===== config.mk =====
export PLATFORM = sky130hd
export DESIGN_NAME = ripple_carry_adder_flat
export DESIGN_NICKNAME = d
export VERILOG_FILES = /design/src/rtl/rca_pkg.sv /design/src/rtl/ripple_carry_adder_if.sv /design/src/rtl/ripple_carry_adder_full_adder.sv /design/src/rtl/ripple_carry_adder.sv /design/src/flat_wrapper.sv
export SDC_FILE = /design/constraint.sdc
export NUM_CORES = 1
export LEC_CHECK = 0
export ABC_AREA = 1
export CAP_MARGIN = 25
export CORE_AREA = 5 5 42 44
export CTS_CLUSTER_SIZE = 30
export DETAILED_ROUTE_END_ITERATION = 8
export DIE_AREA = 0 0 47 49
export GPL_ROUTABILITY_DRIVEN = 0
export PLACE_DENSITY_LB_ADDON = 0.15
export REMOVE_ABC_BUFFERS = 1
export SLEW_MARGIN = 10
export SYNTH_ARGS = -nofsm -noshare
export SYNTH_HDL_FRONTEND = slang
export SYNTH_SLANG_ARGS = --single-unit

===== constraint.sdc =====
create_clock -name clk -period 2.8 [get_ports clk]
set_clock_uncertainty 0.15 [all_clocks]
set_input_delay 0.42 -clock clk [delete_from_list [all_inputs] [get_ports clk]]
set_output_delay 0.42 -clock clk [all_outputs]
set_load 0.01 [all_outputs]

===== src/rtl/rca_pkg.sv =====
// ---------------------------------------------------------------------------
// rca_pkg
// Shared constants and types for the ripple-carry adder block and its benches.
//   RCA_DEFAULT_WIDTH : default operand width
//   RCA_MAX_WIDTH     : widest supported operand (sizes the result struct)
//   rca_result_t      : {carry, sum} result record, sum zero-extended to
//                       RCA_MAX_WIDTH so one type serves every WIDTH
// ---------------------------------------------------------------------------
package rca_pkg;

    localparam int RCA_DEFAULT_WIDTH = 4;
    localparam int RCA_MAX_WIDTH     = 64;

    typedef struct packed {
        logic                     carry;
        logic [RCA_MAX_WIDTH-1:0] sum;
    } rca_result_t;

endpackage : rca_pkg


===== src/rtl/ripple_carry_adder_if.sv =====
// ---------------------------------------------------------------------------
// ripple_carry_adder_if
// Operand/result bundle for ripple_carry_adder.
//   A, B      : unsigned operands (WIDTH bits)
//   c_in      : carry into bit 0
//   in_valid  : A/B/c_in are valid this cycle
//   op        : registered sum
//   c_op      : registered carry out of the top bit
//   out_valid : op/c_op hold a result computed from the previous cycle's inputs
//
// Handshake: valid-only, no ready. The producer asserts in_valid for one
// cycle per operand set; the block always accepts it. out_valid pulses one
// cycle later and the consumer must take the result in that cycle, as there
// is no backpressure path.
// ---------------------------------------------------------------------------
interface ripple_carry_adder_if
    import rca_pkg::*;
#(
    parameter int WIDTH = RCA_DEFAULT_WIDTH
);

    logic [WIDTH-1:0] A;
    logic [WIDTH-1:0] B;
    logic             c_in;
    logic             in_valid;
    logic [WIDTH-1:0] op;
    logic             c_op;
    logic             out_valid;

    // Producer side (bench / upstream datapath).
    modport master (
        output A, B, c_in, in_valid,
        input  op, c_op, out_valid
    );

    // Adder side.
    modport slave (
        input  A, B, c_in, in_valid,
        output op, c_op, out_valid
    );

endinterface : ripple_carry_adder_if


===== src/rtl/ripple_carry_adder_full_adder.sv =====
// ---------------------------------------------------------------------------
// full_adder
// One-bit full adder cell, the link of the ripple chain.
//   a, b : operand bits
//   cin  : carry in
//   s    : sum bit
//   cout : carry out
// ---------------------------------------------------------------------------
module full_adder (
    input  logic a,
    input  logic b,
    input  logic cin,
    output logic s,
    output logic cout
);

    logic p;

    // Propagate term is shared by sum and carry.
    assign p    = a ^ b;
    assign s    = p ^ cin;
    assign cout = (a & b) | (cin & p);

endmodule : full_adder


===== src/rtl/ripple_carry_adder.sv =====
// ---------------------------------------------------------------------------
// ripple_carry_adder
// WIDTH-bit unsigned adder built from a chain of full_adder cells, with a
// single output register stage: {c_op, op} = A + B + c_in, one cycle later.
//   clk : rising-edge clock
//   rst : synchronous active-high reset, clears op/c_op/out_valid
//   bus : ripple_carry_adder_if.slave (A, B, c_in, in_valid -> op, c_op, out_valid)
// op/c_op hold their last value when in_valid is low; out_valid drops.
// ---------------------------------------------------------------------------
module ripple_carry_adder
    import rca_pkg::*;
#(
    parameter int WIDTH = RCA_DEFAULT_WIDTH
) (
    input  logic                clk,
    input  logic                rst,
    ripple_carry_adder_if.slave bus
);

    logic [WIDTH:0]   c;
    logic [WIDTH-1:0] s;
    rca_result_t      res;
    logic             res_unused;

    // Carry chain: c[i] feeds cell i, cell i drives c[i+1].
    assign c[0] = bus.c_in;

    for (genvar i = 0; i < WIDTH; i++) begin : g_chain
        full_adder u_fa (
            .a    (bus.A[i]),
            .b    (bus.B[i]),
            .cin  (c[i]),
            .s    (s[i]),
            .cout (c[i+1])
        );
    end

    // Assemble the full WIDTH+1-bit result; sum is zero-extended to the
    // package-wide width so the same struct type works for every WIDTH.
    always_comb begin
        res              = '0;
        res.carry        = c[WIDTH];
        res.sum[WIDTH-1:0] = s;
    end

    // Bits above WIDTH are constant zero and intentionally not consumed.
    assign res_unused = ^res.sum;

    // Output register. Reset wins over in_valid, so an operand set
    // presented during reset is dropped.
    always_ff @(posedge clk) begin
        if (rst) begin
            bus.op        <= '0;
            bus.c_op      <= 1'b0;
            bus.out_valid <= 1'b0;
        end else if (bus.in_valid) begin
            bus.op        <= res.sum[WIDTH-1:0];
            bus.c_op      <= res.carry;
            bus.out_valid <= 1'b1;
        end else begin
            bus.out_valid <= 1'b0;
        end
    end

endmodule : ripple_carry_adder


===== src/flat_wrapper.sv =====
// flat-port wrapper written by rule: the top's interface ports become plain ports
module ripple_carry_adder_flat import rca_pkg::*;
#(
    parameter int WIDTH = RCA_DEFAULT_WIDTH
)
  (clk, rst, bus_A, bus_B, bus_c_in, bus_in_valid, bus_op, bus_c_op, bus_out_valid);
  ripple_carry_adder_if #(.WIDTH(WIDTH)) bus_i ();
  input  logic clk;
  input  logic rst;
  input wire logic [$bits(bus_i.A)-1:0] bus_A;
  input wire logic [$bits(bus_i.B)-1:0] bus_B;
  input wire logic [$bits(bus_i.c_in)-1:0] bus_c_in;
  input wire logic [$bits(bus_i.in_valid)-1:0] bus_in_valid;
  output wire logic [$bits(bus_i.op)-1:0] bus_op;
  output wire logic [$bits(bus_i.c_op)-1:0] bus_c_op;
  output wire logic [$bits(bus_i.out_valid)-1:0] bus_out_valid;
  assign bus_i.A = bus_A;
  assign bus_i.B = bus_B;
  assign bus_i.c_in = bus_c_in;
  assign bus_i.in_valid = bus_in_valid;
  assign bus_op = bus_i.op;
  assign bus_c_op = bus_i.c_op;
  assign bus_out_valid = bus_i.out_valid;
  ripple_carry_adder #(.WIDTH(WIDTH)) u_core (.clk(clk), .rst(rst), .bus(bus_i));
endmodule

==> Word level (Yosys, flattened, before mapping) <==
Cells that the tools add are included.
{ "totals": {"reg_bits": 6, "input_bits": 12, "out_inout_bits": 6, "wordCells": 24} }
{ "classes": {"muxes": 1, "n_bitwise": 20} }
{ "op_table": {"columns": ["cell", "n"], "rows": [
  ["1-bit AND", 8],
  ["1-bit XOR", 8],
  ["1-bit bitwise OR", 4],
  ["1-bit two-way mux", 1]
]} }

==> Depth between registers and ports, before layout <==
{ "depth": {"depth_word": 9, "ltp_mapped": 10, "depth_no_buf": 10} }

==> Modules after synthesis <==
From an unflattened synthesis, not the netlist that was laid out.
{ "unflattened": {"cells_unflattened": 39, "hier_area_um2": 329.1} }
{ "modules_own_cells": {"columns": ["mod", "instances", "cells_per_inst", "area_per_inst_um2", "seq_area_each_um2"], "rows": [
  ["ripple_carry_adder", 1, 35, 249.0, 120.1],
  ["full_adder", 4, 1, 20.0, 0.0]
]} }

==> Worst setup path after synthesis <==
OpenSTA, ideal clock, no wires.
{ "synth_path": {"path_kind": "in2reg", "from": "input port bus_c_in", "to": "register u_core.bus.op[3]", "setup_time_ns": 0.064, "arrival_time_ns": 2.033, "required_ns": 2.586, "slack_ns": 0.553, "cell_stages": 10, "path_buffers": 0, "path_cell_list": "inv_1 fa_1 inv_1 fa_1 fa_1 inv_1 fa_1 nand2_1 nand2_1 nor2_1"} }
{ "synth_between": {"elab_chain_len": 7} }
{ "synth_lines": {"columns": ["element", "line_no", "text"], "rows": [
  ["start: declaration", "flat_wrapper.sv:12", "input wire logic [$bits(bus_i.c_in)-1:0] bus_c_in;"],
  ["1-bit AND", "ripple_carry_adder_full_adder.sv:22", "assign cout = (a & b) | (cin & p);"],
  ["1-bit bitwise OR", "ripple_carry_adder_full_adder.sv:22", null],
  ["1-bit AND", "ripple_carry_adder_full_adder.sv:22", null],
  ["1-bit bitwise OR", "ripple_carry_adder_full_adder.sv:22", null],
  ["1-bit AND", "ripple_carry_adder_full_adder.sv:22", null],
  ["1-bit bitwise OR", "ripple_carry_adder_full_adder.sv:22", null],
  ["1-bit XOR", "ripple_carry_adder_full_adder.sv:21", "assign s = p ^ cin;"],
  ["end signal: assignment", "ripple_carry_adder.sv:57", "bus.op <= res.sum[WIDTH-1:0];"],
  ["end: declaration", "ripple_carry_adder_if.sv:39", "output op, c_op, out_valid"]
]} }
Every way passes these cells.
A chain may end at the register's enable or synchronous reset.

==> Worst setup path after layout <==
Ends and elaborated chain as after synthesis.

==> impl_metrics.toml <==
[synth]
syn_area_per_cell_um2 = 8.47
ys_seq_area_share_pct = 36.4
postSynth.asyncResetShare_pct = 0
synth.distinct_cells = 9
synth_top_area_share_pct = 36.4
yosysWarnings = 0
synth_common_cells = "9 x inv_1, 8 x nor2_1, 6 x dfxtp_1"
synth_area_um2 = 330
synthFlopType = "dfxtp_1"
synth_top_cell_by_area = "dfxtp_1"
synthTopCellsByArea = "dfxtp_1 36%, fa_1 24%, inv_1 10%"
synth_edf_count = 0
synthCells = 39
yosysMostFrequentCell = "inv_1"
yosys_register_bits = 6

[clocking]
cts_setup_buffers = 0
ctsRootBufferMaster = "clkbuf_4"
cts_buffers = 3
insertion_delay_ns = 0.24
cts_tree = "built"
clkTransAtPathRegs_ns = 0.04
clk_path_buf_depth = 2
hold_buffers = 0
h-tree-depth = 1
cts_num_sinks = 6
cts_resized = 0

[floorplanning]
start_util_pct = 23.6
dieArea_mm2 = 0.00230
coreArea_mm2 = 0.00140
ios = 18
fp.dieW_um = 47
rows = 14
die_h_um = 49

[timing]
period_minus_slack_ns = 2.49
setup_tns_ns = 0
fmax_mhz = 402
hold_violations = 0
tightest_slew_ns = 0.384
setup_viol = 0
rsz0062_at_grt = "no"
relSlewSlack_pct = 74.4
timing.hold.ws_ns = 0.320
period_share_pct = 88.9
slew_viol_final = 0

[worst_setup_path]
max_stage_delay_ns = 0.40
critical_path_arrival_ns = 2.52
cpMaxStageDelayCell = "fa_1"
crit_path_max_fanout = 1
critical_path_class = "in -> reg"
r2r-start = "u_core.bus.op[1]"
crit_path_start_kind = "input port"
r2r_cells = 2
ff2ff_setup_slack_ns = 2.06
r2r_end = "u_core.bus.op[1]"
crit_chain = "clkdlybuf4s50_1, inv_1, fa_1, inv_1, fa_1, fa_1, inv_1, fa_1, nand2_1, nand2_1, nor2_1"
crit_required_ns = 2.83
crit_top_cell = "fa_1"
critical_path_buf_inv_count = 4
critPathTopFamily = "adder cells"
critPathCaptureType = "flip-flop"

[detailed_routing]
vias = 283
vias_per_cell = 3.82
wirelength_um = 571
ant_nets = 0
drc = 0
firstDrtPassIters = 2
drtIter0Drc = 1
wl_per_cell_um = 7.72

[layout]
fin_util_pct = 37.9
fin_cells = 74
final_nets = 76
drive_gt1_share_pct = 10.3
diodes = 0
area_delta_synth_final_pct = 61.0

[worst_hold_path]
worstHoldStart = "u_core.bus.c_op"
hp-class = "reg -> reg"
whs_path_depth = 2
min_to = "u_core.bus.c_op"

[place]
port_buffers = 17
dp_cells = 71
post-dp-hpwl_um = 500

[global_routing]
grt_use_total_pct = 6.16
grt_pass1_wl_um = 938
antenna_found_initial = 0
grt_pass1_vias = 242
overflow = 0
grt_max_degree = 10

[power_and_ir_drop]
ir_worst_vdd_uv = 177
p_leak_nw = 0.250
p_total_uw = 237
power_density_mw_per_mm2 = 446

[flow_run]
drv_cap = 0

[status]
outcome = "finished clean"
[logic make-up after synthesis]
family | Yosys count | share of synthesized area, %
DFF | 6 | 36.4
AOI/OAI and AO/OA | 3 | 4.54
adders and majority gates | 4 | 24.2
buffers and inverters | 11 | 16.3
and+or+nand+nor | 15 | 18.6
[layer usage]
metal | GRT usage (%) | share of wire [%]
met1 | 6.71 | 37
met3 | 2.21 | 11
met2 | 7.47 | 47
met4 | 8.29 | 5.1
met5 | 0 | 0
[layout by cell type, fill, tap and decap left out]
master and count:
fa_1 4, nor2_1 8, nor2_2 2, o21ai_1 3
clkdlybuf4s50_1 17, dfxtp_1 6, inv_1 9, clkinv_4 1
nand2_1 5, clkbuf_4 3
[cell type report]
type | count | area, um^2
Fill cell | 156 | 870
Timing Repair Buffer | 17 | 170
Multi-Input combinational cell | 22 | 156
Sequential cell | 6 | 120
Inverter | 10 | 42.5
Clock buffer | 3 | 22.5
Tap cell | 16 | 20.0
[power breakdown]
group | internal (mW) | switching, mW | leakage [nW]
clock | 0.0483 | 0.0288 | 0.0138
sequential | 0.0932 | 0.00345 | 0.0499
combinational | 0.0378 | 0.0256 | 0.186
[how the worst max path moves through the flow]
stage                         from          endpoint  slack [ns]  cells past startpoint
after CTS                 bus_c_in  u_core.bus.op[3]        0.29                     11
after detailed placement  bus_c_in  u_core.bus.op[3]        0.04                     11
after floorplan           bus_c_in  u_core.bus.op[3]        0.55                     10
after global routing      bus_B[0]  u_core.bus.op[3]        0.15                     11
final                     bus_c_in  u_core.bus.op[3]        0.31                     11
after global placement    bus_c_in  u_core.bus.op[3]        0.04                     11
[tightest hold or removal path, stage by stage (launching register included)]
cell     delay [ns]
dfxtp_1        0.30
nor2_1         0.08
nor2_1         0.05
[state kept, by name, indices dropped and copies added, names as in the netlist]
signal	cells
u_core.bus.out_valid	1
u_core.bus.c_op	1
u_core.bus.op	4
[through the flow]
stage	cell area [um^2]	setup slack [ns]
floorplan	319	0.553
global placement	509	0.0421
detailed placement	509	0.0426
CTS	532	0.295
global route	532	0.147
finish	532	0.311
Note: power is estimated with default switching activity, not from simulation.
